## config.mk

```make
export PLATFORM = sky130hd
export DESIGN_NAME = mult_seq_ctrl
export DESIGN_NICKNAME = d
export VERILOG_FILES = /design/src/rtl/mult_pkg.sv /design/src/rtl/mult_add_shift.sv /design/src/rtl/mult_seq_ctrl.sv
export SDC_FILE = /design/constraint.sdc
export NUM_CORES = 1
export LEC_CHECK = 0
export CORE_MARGIN = 2
export CORE_UTILIZATION = 64
export CTS_BUF_LIST = sky130_fd_sc_hd__clkbuf_4
export DETAILED_ROUTE_END_ITERATION = 8
export HOLD_SLACK_MARGIN = 0.03
export PLACE_DENSITY = 0.89
export SETUP_SLACK_MARGIN = 0.5
export SYNTH_ARGS = -nofsm -noshare
export SYNTH_HDL_FRONTEND = slang
export SYNTH_HIERARCHICAL = 1
export SYNTH_SLANG_ARGS = --single-unit
```

## constraint.sdc

```tcl
create_clock -name clk -period 18.06 [get_ports clk]
set_input_delay 3.612 -clock clk [delete_from_list [all_inputs] [get_ports clk]]
set_output_delay 3.612 -clock clk [all_outputs]
set_load 0.005 [all_outputs]
```

## src/rtl/mult_pkg.sv

```systemverilog
// Shared types and helpers for the sequential multiply/divide controllers.
// Provides the controller state encoding, the default operand width, and abs/negate helpers.
package mult_pkg;

  typedef enum logic [1:0] {
    ST_IDLE,
    ST_RUN,
    ST_FIX,
    ST_DONE
  } mult_state_e;

  localparam int unsigned MULT_WIDTH = 32;

  // Helpers operate on a wide container; callers zero-extend in and truncate out.
  localparam int unsigned MULT_MAX_W = 128;

  function automatic logic [MULT_MAX_W-1:0] mult_negate(input logic [MULT_MAX_W-1:0] x);
    return '0 - x;
  endfunction

  function automatic logic [MULT_MAX_W-1:0] mult_abs(input logic [MULT_MAX_W-1:0] x,
                                                     input int unsigned w,
                                                     input logic is_signed);
    logic [MULT_MAX_W-1:0] sign_sh;
    sign_sh = x >> (w - 1);
    return (is_signed && sign_sh[0]) ? mult_negate(x) : x;
  endfunction

endpackage

```

## src/rtl/mult_add_shift.sv

```systemverilog
// Single combinational shift-add step: conditionally add mcand into hi when lo[0] is set,
// then shift {carry, hi, lo} right by one.
module mult_add_shift
  import mult_pkg::*;
#(
  parameter int unsigned WIDTH = MULT_WIDTH
) (
  input  logic [WIDTH-1:0] hi,
  input  logic [WIDTH-1:0] lo,
  input  logic [WIDTH-1:0] mcand,
  output logic [WIDTH-1:0] hi_nxt,
  output logic [WIDTH-1:0] lo_nxt
);

  logic [WIDTH:0] sum;

  always_comb begin
    sum = {1'b0, hi};
    if (lo[0]) begin
      sum = sum + {1'b0, mcand};
    end
    hi_nxt = sum[WIDTH:1];
    lo_nxt = {sum[0], lo[WIDTH-1:1]};
  end

endmodule

```

## src/rtl/mult_seq_ctrl.sv

```systemverilog
// Sequential shift-add multiplier controller (signed/unsigned, 2*WIDTH-bit product, done pulse).
// Optional MULT_EARLY_EXIT_EN: finish RUN early once the remaining multiplier bits are all zero.
module mult_seq_ctrl
  import mult_pkg::*;
#(
  parameter int unsigned WIDTH = MULT_WIDTH
) (
  input  logic               clk,
  input  logic               reset,
  input  logic               start,
  input  logic               signed_op,
  input  logic [WIDTH-1:0]   multiplicand,
  input  logic [WIDTH-1:0]   multiplier,
  output logic               busy,
  output logic               done,
  output logic [2*WIDTH-1:0] product,
  output logic               ovf
);

  localparam int unsigned CNT_W = $clog2(WIDTH) + 1;

  mult_state_e        state;
  logic [CNT_W-1:0]   cnt;
  logic [WIDTH-1:0]   mcand_reg;
  logic [2*WIDTH-1:0] prod;
  logic               neg_res;
  logic               op_signed;

  logic [WIDTH-1:0]   abs_a;
  logic [WIDTH-1:0]   abs_b;
  logic [WIDTH-1:0]   step_hi;
  logic [WIDTH-1:0]   step_lo;
  logic [2*WIDTH-1:0] fixed;
  logic               ovf_nxt;

  mult_add_shift #(
    .WIDTH(WIDTH)
  ) u_step (
    .hi    (prod[2*WIDTH-1:WIDTH]),
    .lo    (prod[WIDTH-1:0]),
    .mcand (mcand_reg),
    .hi_nxt(step_hi),
    .lo_nxt(step_lo)
  );

  always_comb begin
    abs_a = WIDTH'(mult_abs(MULT_MAX_W'(multiplicand), WIDTH, signed_op));
    abs_b = WIDTH'(mult_abs(MULT_MAX_W'(multiplier), WIDTH, signed_op));
    fixed = neg_res ? (2*WIDTH)'(mult_negate(MULT_MAX_W'(prod))) : prod;
    if (op_signed) begin
      ovf_nxt = fixed[2*WIDTH-1:WIDTH] != {WIDTH{fixed[WIDTH-1]}};
    end else begin
      ovf_nxt = fixed[2*WIDTH-1:WIDTH] != '0;
    end
  end

`ifdef MULT_EARLY_EXIT_EN
  localparam logic [WIDTH-1:0] ONES = '1;
  logic rem_zero;

  // Bits [cnt-1:0] of lo are the multiplier bits not yet consumed; cnt==0 yields an empty mask.
  always_comb begin
    rem_zero = (prod[WIDTH-1:0] & ~(ONES << cnt)) == '0;
  end
`endif

  always_ff @(posedge clk or posedge reset) begin
    if (reset) begin
      state     <= ST_IDLE;
      cnt       <= '0;
      mcand_reg <= '0;
      prod      <= '0;
      neg_res   <= 1'b0;
      op_signed <= 1'b0;
      busy      <= 1'b0;
      done      <= 1'b0;
      product   <= '0;
      ovf       <= 1'b0;
    end else begin
      done <= 1'b0;
      case (state)
        ST_IDLE: begin
          if (start) begin
            neg_res   <= signed_op & (multiplicand[WIDTH-1] ^ multiplier[WIDTH-1])
                         & (|multiplicand) & (|multiplier);
            op_signed <= signed_op;
            mcand_reg <= abs_a;
            prod      <= {{WIDTH{1'b0}}, abs_b};
            cnt       <= CNT_W'(WIDTH);
            busy      <= 1'b1;
            state     <= ST_RUN;
          end
        end
        ST_RUN: begin
`ifdef MULT_EARLY_EXIT_EN
          if (rem_zero) begin
            prod  <= prod >> cnt;
            cnt   <= '0;
            state <= ST_FIX;
          end else begin
            prod <= {step_hi, step_lo};
            cnt  <= cnt - CNT_W'(1);
          end
`else
          if (cnt == '0) begin
            state <= ST_FIX;
          end else begin
            prod <= {step_hi, step_lo};
            cnt  <= cnt - CNT_W'(1);
          end
`endif
        end
        ST_FIX: begin
          product <= fixed;
          ovf     <= ovf_nxt;
          busy    <= 1'b0;
          done    <= 1'b1;
          state   <= ST_DONE;
        end
        ST_DONE: begin
          state <= ST_IDLE;
        end
        default: state <= ST_IDLE;
      endcase
    end
  end

endmodule
```

==> flow_metrics.py, run 1 <==
metrics = {
    "setup_path": {
        "critical_path.max_fanout": 5,
        "critical_path.max_stage_delay_ns": 0.52,
        "worst_setup_start_kind": "input port",
        "slowest_stage": "nor4_1",
        "reg2reg_slack_ns": 13.72,
        "worst_r2r_startpoint": "prod[8]",
        "r2r-end": "ovf",
        "cp_common_cell": "nor4_1",
        "reg2reg_depth": 9,
        "critical_path.startpoint": "multiplier[5]",
        "cp-endpoint": "prod[29]",
        "timing.critical_path.cells": "clkdlybuf4s50_1, nor4_1, nand4_1, or3_1, nor4_1, nand2_1, o41ai_1, xnor2_1, mux2i_1, o21ai_0",
        "cp.arrival_ns": 6.85,
        "crit_type": "in -> reg",
        "endpoint_kind": "flop",
        "timing.critical_path.required_ns": 18.59,
    },
    "logic_synthesis": {
        "yosys_register_bits": 173,
        "main_combinational_cell_family_by_area_after_synthesis": "compound AO/OA/AOI/OAI gates",
        "post-synth-top-count-cell": "dfrtp_1",
        "synth_edf_count": 0,
        "synth.yosys.seq_area_share": 0.3405,
        "ys_top_cells_by_area": "dfrtp_1 34%, a21oi_1 5.9%, xor2_1 5.7%, o21ai_0 5.1%, nand2_1 4.4%",
        "synthMuxAreaShare": 0.02490,
        "synth_largest_type_area_fraction": 0.3405,
        "netlist_top_cells_count": "173 x dfrtp_1, 150 x nand2_1, 149 x a21oi_1",
        "synth_fa_ha_area_frac": 0.04094,
        "count_of_distinct_cell_types_in_the_synthesized_netlist": 86,
        "synth_simple_gate_area_share": 0.2107,
        "syn_inst": 1540,
        "synth_fp_nets": 1649,
        "post_synthesis_area_per_instance_um2": 8.255,
        "synth_top_cell_by_area": "dfrtp_1",
        "yosys.area_share.xor_xnor": 0.09231,
        "synth_compound_area_frac": 0.2355,
        "mappedNetlistArea_mm2": 0.01271,
        "asyncSetResetFlopFracSynth": 1.000,
        "synth_warnings": 6,
        "synth_top_flop_cell": "dfrtp_1",
    },
    "hold_path": {
        "hold_path.class": "reg -> reg",
    },
    "cts": {
        "post_cts.resized_instances": 0,
        "cts_tree": "built",
        "clock_h_tree_levels": 4,
        "holdBufCountCts": 0,
        "cts.root.buffer_cell": "clkbuf_4",
        "clkTransAtPathRegs_ns": 0.17,
        "cts.sink_count": 173,
        "post_cts_buffers": 0,
        "clk_latency_ns": 0.61,
        "cts_buffers": 17,
        "cts_buffer_depth": 2,
    },
    "die": {
        "initial_core_util": 0.6532,
        "ioPinCount": 135,
        "core_footprint_mm2": 0.01946,
        "fp.dieArea_mm2": 0.02101,
        "row_count": 51,
        "fp.dieW_um": 144.9,
        "dieHeight_um": 144.9,
    },
    "route": {
        "postRouteAntennaNets": 0,
        "drc_errors": 0,
        "vias_per_cell": 6.509,
        "number_of_iterations_in_the_first_detailed_routing_pass": 6,
        "wl_per_cell_um": 19.00,
        "routed_wirelength_um": 35380,
        "detail_route.iter0.violations": 1476,
        "dr_vias": 12120,
    },
    "global_routing": {
        "grt_pass1_vias": 10900,
        "global_route.overflow_total": 0,
        "grt_pass1_wl_um": 56930,
        "grt_start_max_net_pins": 131,
        "antenna_violations_before_repair": 1,
        "grtUsageTotal": 0.3329,
    },
    "outcome": {
        "run_status": "complete, no violations",
    },
    "timing": {
        "achievable-frequency_mhz": 158.4,
        "worst-slew-pin-transition_ns": 1.136,
        "rsz0062_at_grt": "false",
        "worst_slew_margin_rel": 0.2427,
        "final-hold-violation-count": 0,
        "final.setup.tns_ns": 0,
        "final_period_minus_worst_setup_slack_ns": 6.311,
        "final.setup_skew_ns": 0.01943,
        "setup-violations-final": 0,
        "timing.final.crit_share": 0.3495,
        "final_max_slew_viol_count": 0,
    },
    "layout": {
        "stdcell_area_mm2": 0.01423,
        "final_layout_size_suffix_gt1_frac": 0.06140,
        "fillers": 1511,
        "final_net_count": 1692,
        "syn2layout_area_growth_pct": 11.95,
    },
    "place": {
        "buffer_ports.inserted": 134,
        "finalWeightedCongestion": 0.9543,
        "placed_cell_area_mm2": 0.01391,
        "place.detailed.hpwl_um": 26960,
    },
    "run": {
        "timing.max_cap.violations": 0,
    },
    "pwr": {
        "leakagePower_nw": 5.723,
        "p_per_area_mw_per_mm2": 169.6,
        "power.ir.vdd_worst_mv": 0.1784,
    },
}
## per-layer routing
metal  wire (um)  up-vias  GRT usage  share of wire
met5           0        -          0              0
met4         889        0     0.1089          0.025
met3        3147       75    0.04811          0.089
li1            -     5696          -              -
met1       15800     5734     0.4988           0.45
met2       15540      614     0.4983           0.44
## kinds of logic (layout without fill, tap and decap cells)
group,Yosys count,in the layout
fa+ha+maj,41,41
mux,29,29
xor+xnor,134,134
buf+inv,151,207
flops,173,173
simple gates,541,541
other cells,0,1
compound gates,471,471
## critical path, delay by kind of cell
| family | cells | cell delay (ns) |
|---|---|---|
| compound gates | 2 | 0.58 |
| xor+xnor | 1 | 0.16 |
| buf+inv | 1 | 0.47 |
| mux | 1 | 0.09 |
| simple gates | 5 | 1.92 |
## layout by cell type, fill, tap and decap left out, types with 10 or more instances in the layout
cell / n
nor2_1: 144
nand4_1: 33
ha_1: 39
a22o_1: 33
nor4_1: 27
o41ai_1: 14
xnor2_1: 51
o21ai_1: 11
or4_1: 14
inv_1: 28
nor3_1: 36
clkdlybuf4s50_1: 134
xor2_1: 83
mux2_2: 21
dfrtp_1: 173
clkbuf_4: 17
or3_1: 28
o21ai_0: 130
nor2b_1: 10
nand3_1: 29
o31ai_1: 30
buf_4: 10
and2_1: 11
a21o_1: 13
and3_1: 10
a21oi_1: 149
nand2_1: 150
nand2b_1: 11
## area by class of cell
| class | count | area (um2) | area share |
|---|---|---|---|
| multi-input cells | 1216 | 7707 | 0.5415 |
| flip-flops and latches | 173 | 4329 | 0.3042 |
| repair buffers | 144 | 1416 | 0.09952 |
| well taps | 265 | 331.6 | 0.02330 |
| clock inverters | 15 | 196.4 | 0.01380 |
| clock buffers | 17 | 127.6 | 0.008967 |
| inverters | 31 | 121.4 | 0.008527 |
| diodes | 1 | 2.502 | 0.0001758 |
## how the worst min path moves through the flow
| stage | cells after the start | endpoint | from | slack (ns) |
|---|---|---|---|---|
| final | 2 | mcand_reg[22] | mcand_reg[22] | 0.51 |
| after global routing | 1 | product[0] | product[0] | 0.55 |
| after CTS | 2 | mcand_reg[6] | mcand_reg[6] | 0.52 |
| after detailed placement | 2 | mcand_reg[22] | mcand_reg[22] | 0.48 |
| after global placement | 2 | mcand_reg[6] | mcand_reg[6] | 0.47 |
| after floorplan | 2 | mcand_reg[0] | mcand_reg[0] | 0.45 |
## report_power, final
group,internal (mW),leakage (nW),switching (mW),total (mW)
Clock,0.0897,0.167,0.160,0.250
Combinational,0.584,3.44,0.815,1.40
Sequential,0.563,2.12,0.202,0.765
## stage by stage
stage	hold slack [ns]	std cells	setup slack (ns)	power, mW	utilization
finish	0.5099	1862	11.75	2.414	0.7313
global route	0.5502	1862	11.53	2.593	0.7313
CTS	0.5161	1861	11.85	2.389	0.7311
detailed placement	0.4808	1829	11.22	2.136	0.7145
global placement	0.4695	1829	11.32	2.075	0.7145
floorplan	0.4538	1540	9.760	1.710	-
Note: power is estimated with default switching activity, not from simulation.
==> run 2, diff against run 1 <==
- CORE_UTILIZATION: 64 -> 54
- PLACE_DENSITY: 0.89 -> 0.8
- clock period: 18.06 -> 5.64 ns (I/O delays scaled with it)
==> run 2 against run 1 <==
  * Final area is 0.47% higher
  * Via count fell by 3.4%
  * Sequential share of layout area down 0.14 points
  * Largest power group unchanged
  * Setup slack worse by 10 ns
  * Highest routed layer unchanged
  * Global-route usage down 5.1 points
  * Combinational power rose to 3.1 times the previous value
  * Critical path depth shrank 1
==> flow_metrics.py, run 2 (same netlist as run 1, synthesis figures left out) <==
metrics = {
    "setup_path": {
        "endpoint_kind": "flop",
        "crit_type": "reg -> reg",
        "cp.arrival_ns": 4.73,
        "worst_setup_start_kind": "flop",
        "worst-path-buf-inv": 0,
        "timing.critical_path.cells": "nor3_1, nand3_1, or3_4, o41ai_4, xor2_1, nand4_1, or4b_1, nor4b_2, a21oi_1",
        "worst_path_dominant_cell_family": "simple AND/OR/NAND/NOR gates",
        "slowest_stage": "nor3_1",
        "critical_path.startpoint": "prod[2]",
        "critical_path.max_fanout": 11,
        "critical_path.max_stage_delay_ns": 0.79,
        "worst_r2r_startpoint": "prod[2]",
        "timing.critical_path.required_ns": 6.14,
    },
    "pwr": {
        "pwr-share-comb": 0.578,
        "netSwitchingPower_mw": 3.683,
        "pwr-share-clk": 0.099,
        "power.share.switching": 0.4843,
        "intPower_mw": 3.922,
        "power.share.sequential": 0.323,
        "p_per_area_mw_per_mm2": 531.8,
        "leakagePower_nw": 5.724,
        "power.ir.vdd_worst_mv": 0.2750,
    },
    "hold_path": {
        "hold_path_startpoint": "mcand_reg[23]",
        "hold_path.class": "reg -> reg",
    },
    "timing": {
        "final.setup_skew_ns": 0.02002,
        "timing.final.crit_share": 0.7494,
        "final_max_slew_viol_count": 0,
        "achievable-frequency_mhz": 236.6,
        "rsz0062_at_grt": "false",
        "final.setup.tns_ns": 0,
        "final-hold-violation-count": 0,
        "setup-violations-final": 0,
        "worst-slew-pin-transition_ns": 0.9390,
        "worst_slew_margin_rel": 0.3692,
        "hold_ws_ns": 0.5056,
        "final_period_minus_worst_setup_slack_ns": 4.227,
    },
    "route": {
        "wl_per_cell_um": 17.73,
        "vias_per_cell": 6.106,
        "dr_vias": 11710,
        "drc_errors": 0,
        "number_of_iterations_in_the_first_detailed_routing_pass": 6,
        "routed_wirelength_um": 33990,
        "detail_route.iter0.violations": 1032,
        "postRouteAntennaNets": 0,
    },
    "layout": {
        "layout.cells.most_common_list": "172 x dfrtp_1, 150 x nand2_1, 149 x a21oi_1",
        "syn2layout_area_growth_pct": 12.48,
        "final_layout_size_suffix_gt1_frac": 0.06199,
        "final_cells": 1917,
        "most_common_cell_after_layout_fill_and_taps_aside": "dfrtp_1",
        "stdcell_area_mm2": 0.01430,
        "final_net_count": 1693,
    },
    "global_routing": {
        "grt_start_max_net_pins": 174,
        "grt_pass1_wl_um": 55670,
        "antenna_violations_before_repair": 1,
        "grt_pass1_vias": 10810,
        "grtUsageTotal": 0.2817,
        "global_route.overflow_total": 0,
    },
    "place": {
        "place.detailed.hpwl_um": 26080,
        "placed_cell_area_mm2": 0.01399,
        "buffer_ports.inserted": 134,
        "finalWeightedCongestion": 0.9505,
        "post-place-cells": 1884,
    },
    "die": {
        "core_footprint_mm2": 0.02326,
        "row_count": 56,
        "dieHeight_um": 157.4,
        "initial_core_util": 0.5465,
        "ioPinCount": 135,
        "fp.dieArea_mm2": 0.02479,
        "fp.dieW_um": 157.4,
    },
    "run": {
        "timing.max_cap.violations": 0,
    },
    "cts": {
        "clkTransAtPathRegs_ns": 0.17,
        "cts_buffer_depth": 2,
        "cts_buffers": 17,
        "cts.root.buffer_cell": "clkbuf_4",
        "holdBufCountCts": 0,
        "clock_h_tree_levels": 4,
        "cts.sink_count": 173,
        "clk_latency_ns": 0.60,
        "post_cts.resized_instances": 0,
        "cts_tree": "built",
        "post_cts_buffers": 0,
    },
    "outcome": {
        "run_status": "complete, no violations",
    },
}
## run 2: worst reg2reg max path, stage by stage (launching register included)
cell and delay (ns):
dfrtp_1 0.48, nor3_1 0.79, nand3_1 0.45, or3_4 0.59
o41ai_4 0.44, xor2_1 0.32, nand4_1 0.12, or4b_1 0.58
nor4b_2 0.29, a21oi_1 0.09
## run 2: power by group through the flow
| stage | Sequential [mW] | Combinational [mW] | Clock (mW) |
|---|---|---|---|
| 6_report | 2.46 | 4.40 | 0.752 |
| 5_1_grt | 2.53 | 4.91 | 0.816 |
| 4_1_cts | 2.44 | 4.36 | 0.765 |
| 3_5_place_dp | 2.47 | 4.34 | 0 |
| 3_3_place_gp | 2.45 | 4.25 | 0 |
| 2_1_floorplan | 2.24 | 3.24 | 0 |
## run 2: per-layer routing
metal	wire [um]	vias up	global-route usage
met5	0	-	0
met4	764	0	0.08225
met3	2277	57	0.03800
met2	14940	418	0.4340
met1	16000	5543	0.4136
li1	-	5687	-
## run 2: final timing paths
check / to / slack, ns / cells after the start
setup / recovery: ovf / 1.41 / 9
hold / removal: mcand_reg[23] / 0.51 / 2
setup reg to reg: ovf / 1.41 / 9
hold reg to reg: mcand_reg[23] / 0.51 / 2
max in group asynchronous: neg_res / 3.83 / 3
min in group asynchronous: product[3] / 1.11 / 3
## run 2: metrics by stage
stage          setup WS, ns  total power, mW    util
2_1_floorplan         2.053            5.475       -
3_3_place_gp          1.317            6.695  0.6015
3_5_place_dp          1.227            6.809  0.6015
4_1_cts               1.481            7.562  0.6146
5_1_grt               1.150            8.260  0.6147
6_report              1.413            7.605  0.6147
## run 2: layout make-up
| class | instances | area [um2] |
|---|---|---|
| antenna | 1 | 2.502 |
| clock buffer | 17 | 127.6 |
| clock inverter | 15 | 176.4 |
| fill | 2133 | 8962 |
| inverter | 31 | 120.1 |
| multi-input combinational | 1216 | 7707 |
| sequential | 173 | 4330 |
| tap | 319 | 399.1 |
| timing repair buffer | 145 | 1436 |
==> run 3, diff against run 2 <==
- CORE_UTILIZATION: 54 -> 60
- PLACE_DENSITY: 0.8 -> 0.84
- clock period: 5.64 -> 4.14 ns (I/O delays scaled with it)
==> run 3 against run 2 <==
  * Sequential power grew 32%
  * First-iteration DRC count grew 21%
  * Critical path depth grew 3
  * Final area grew 3.0%
  * Sequential cell count is the same
  * Register-to-register slack lost 0.91 ns
  * Fmax grew 16%
  * Clock power grew 40%
  * Core utilization grew 9.0 points
  * Count of clock-buffer cells in the layout is the same
  * Non-clock buffer count grew 38
  * Via count grew 4.9%
==> flow_metrics.py, run 3 (same netlist as run 1, synthesis figures left out) <==
metrics = {
    "setup_path": {
        "cp.arrival_ns": 4.11,
        "r2r-end": "ovf",
        "crit_type": "reg -> reg",
        "worst_path_dominant_cell_family": "simple AND/OR/NAND/NOR gates",
        "reg2reg_slack_ns": 0.51,
        "critical_path.max_stage_delay_ns": 0.71,
        "critical_path.startpoint": "prod[1]",
        "timing.critical_path.cells": "inv_1, ha_1, nor2b_2, nand2_1, or4b_2, o41ai_2, buf_4, xor2_1, and3_1, nand3_1, nor4b_4, a21oi_1",
        "slowest_stage": "or4b_2",
        "cp-endpoint": "ovf",
        "reg2reg_depth": 12,
        "worst_r2r_startpoint": "prod[1]",
        "critical_path_cell_count": 12,
        "endpoint_kind": "flop",
        "timing.critical_path.required_ns": 4.62,
        "worst_setup_start_kind": "flop",
        "worst-path-buf-inv": 2,
        "critical_path.max_fanout": 6,
    },
    "layout": {
        "syn2layout_area_growth_pct": 15.83,
        "final_cells": 1912,
        "final_layout_size_suffix_gt1_frac": 0.09963,
        "stdcell_area_mm2": 0.01473,
        "fillers": 1795,
        "layout.cells.most_common_list": "167 x dfrtp_1, 150 x nand2_1, 149 x a21oi_1",
        "most_common_cell_after_layout_fill_and_taps_aside": "dfrtp_1",
        "final_net_count": 1732,
    },
    "timing": {
        "final_max_slew_viol_count": 0,
        "setup-violations-final": 0,
        "worst-slew-pin-transition_ns": 0.8273,
        "hold_ws_ns": 0.5083,
        "timing.final.crit_share": 0.8775,
        "final-hold-violation-count": 0,
        "rsz0062_at_grt": "true",
        "final.setup_skew_ns": 0.03541,
        "achievable-frequency_mhz": 275.3,
        "final.setup.tns_ns": 0,
        "worst_slew_margin_rel": 0.4464,
        "post_layout_worst_setup_margin_ns": 0.5071,
        "final_period_minus_worst_setup_slack_ns": 3.633,
    },
    "pwr": {
        "leakagePower_nw": 5.957,
        "power.ir.vdd_worst_mv": 0.6117,
        "p_per_area_mw_per_mm2": 739.1,
    },
    "route": {
        "number_of_iterations_in_the_first_detailed_routing_pass": 7,
        "detail_route.iter0.violations": 1249,
        "postRouteAntennaNets": 0,
        "drc_errors": 0,
        "vias_per_cell": 6.421,
        "routed_wirelength_um": 36580,
        "wl_per_cell_um": 19.13,
        "dr_vias": 12280,
    },
    "die": {
        "fp.dieW_um": 149.6,
        "initial_core_util": 0.6086,
        "core_footprint_mm2": 0.02089,
        "row_count": 53,
        "dieHeight_um": 149.6,
        "fp.dieArea_mm2": 0.02237,
        "ioPinCount": 135,
    },
    "cts": {
        "cts_tree": "built",
        "cts.sink_count": 173,
        "cts.root.buffer_cell": "clkbuf_4",
        "clk_latency_ns": 0.60,
        "clock_h_tree_levels": 4,
        "clkTransAtPathRegs_ns": 0.16,
        "cts_buffers": 17,
        "cts_buffer_depth": 2,
        "holdBufCountCts": 0,
    },
    "global_routing": {
        "antenna_violations_before_repair": 1,
        "grt_pass1_wl_um": 57810,
        "global_route.overflow_total": 0,
        "grtUsageTotal": 0.3248,
        "grt_start_max_net_pins": 79,
        "grt_pass1_vias": 11050,
    },
    "place": {
        "buffer_ports.inserted": 134,
        "post-place-cells": 1864,
        "finalWeightedCongestion": 0.9860,
        "place_ws_ns": 0.2720,
        "place.detailed.hpwl_um": 27620,
        "placed_cell_area_mm2": 0.01414,
    },
    "outcome": {
        "run_status": "complete, no violations",
    },
    "run": {
        "timing.max_cap.violations": 0,
    },
    "hold_path": {
        "hold_path.class": "reg -> reg",
    },
}
==> run 3: cell count changes in the layout (fill, tap and decap cells not counted), sizes merged <==
cell,previous run,this run
or3,30,31
clkinv,9,6
buf,11,49
inv,35,38
==> run 3: area by class of cell <==
class	count	area (um2)	area share
multi-input cells	1217	7858	0.5336
flip-flops and latches	173	4337	0.2945
repair buffers	183	1747	0.1186
well taps	275	344.1	0.02337
clock inverters	15	190.2	0.01292
clock buffers	17	127.6	0.008667
inverters	31	120.1	0.008157
diodes	1	2.502	0.0001699
==> run 3: worst min path at each step <==
stage                  start  slack [ns]  cells after the start            end
3_3_place_gp   mcand_reg[20]        0.47                      2  mcand_reg[20]
6_report        mcand_reg[4]        0.51                      2   mcand_reg[4]
4_1_cts         mcand_reg[5]        0.51                      2   mcand_reg[5]
2_1_floorplan   mcand_reg[0]        0.45                      2   mcand_reg[0]
3_5_place_dp    mcand_reg[2]        0.48                      2   mcand_reg[2]
5_1_grt         mcand_reg[4]        0.53                      2   mcand_reg[4]
==> run 3: power by group <==
group          internal, mW  leakage, nW  switching [mW]
Sequential             2.46         2.11           0.795
Clock                 0.344        0.171           0.709
Combinational          2.79         3.67            3.79
Total                  5.59         5.96            5.29
==> run 3: what timing repair did <==
item / CTS / global route
resized for setup: 12 / 20
hold endpoints to repair: 0 / 0
setup endpoints to repair: 1 / 2
setup buffers: 5 / 9
pin swaps: 6 / 9
gates cloned: 1 / 0
==> run 3: worst reg2reg max path: stages, from the launching register on <==
cell and delay (ns):
dfrtp_1 0.47, inv_1 0.11, ha_1 0.23, nor2b_2 0.23, nand2_1 0.13, or4b_2 0.71
o41ai_2 0.44, buf_4 0.20, xor2_1 0.29, and3_1 0.23, nand3_1 0.12, nor4b_4 0.29
a21oi_1 0.09
==> run 3: metrics by stage <==
stage / utilization / total power [mW]
2_1_floorplan: - / 7.459
3_3_place_gp: 0.6771 / 9.340
3_5_place_dp: 0.6771 / 9.515
4_1_cts: 0.6969 / 10.66
5_1_grt: 0.7049 / 11.70
6_report: 0.7049 / 10.88
==> run 3: layer usage <==
metal | share of wire | routed length (um) | track usage
met2 | 0.44 | 16160 | 0.4842
met3 | 0.077 | 2820 | 0.04756
met5 | 0 | 0 | 0
met1 | 0.45 | 16590 | 0.4808
met4 | 0.028 | 1007 | 0.1171
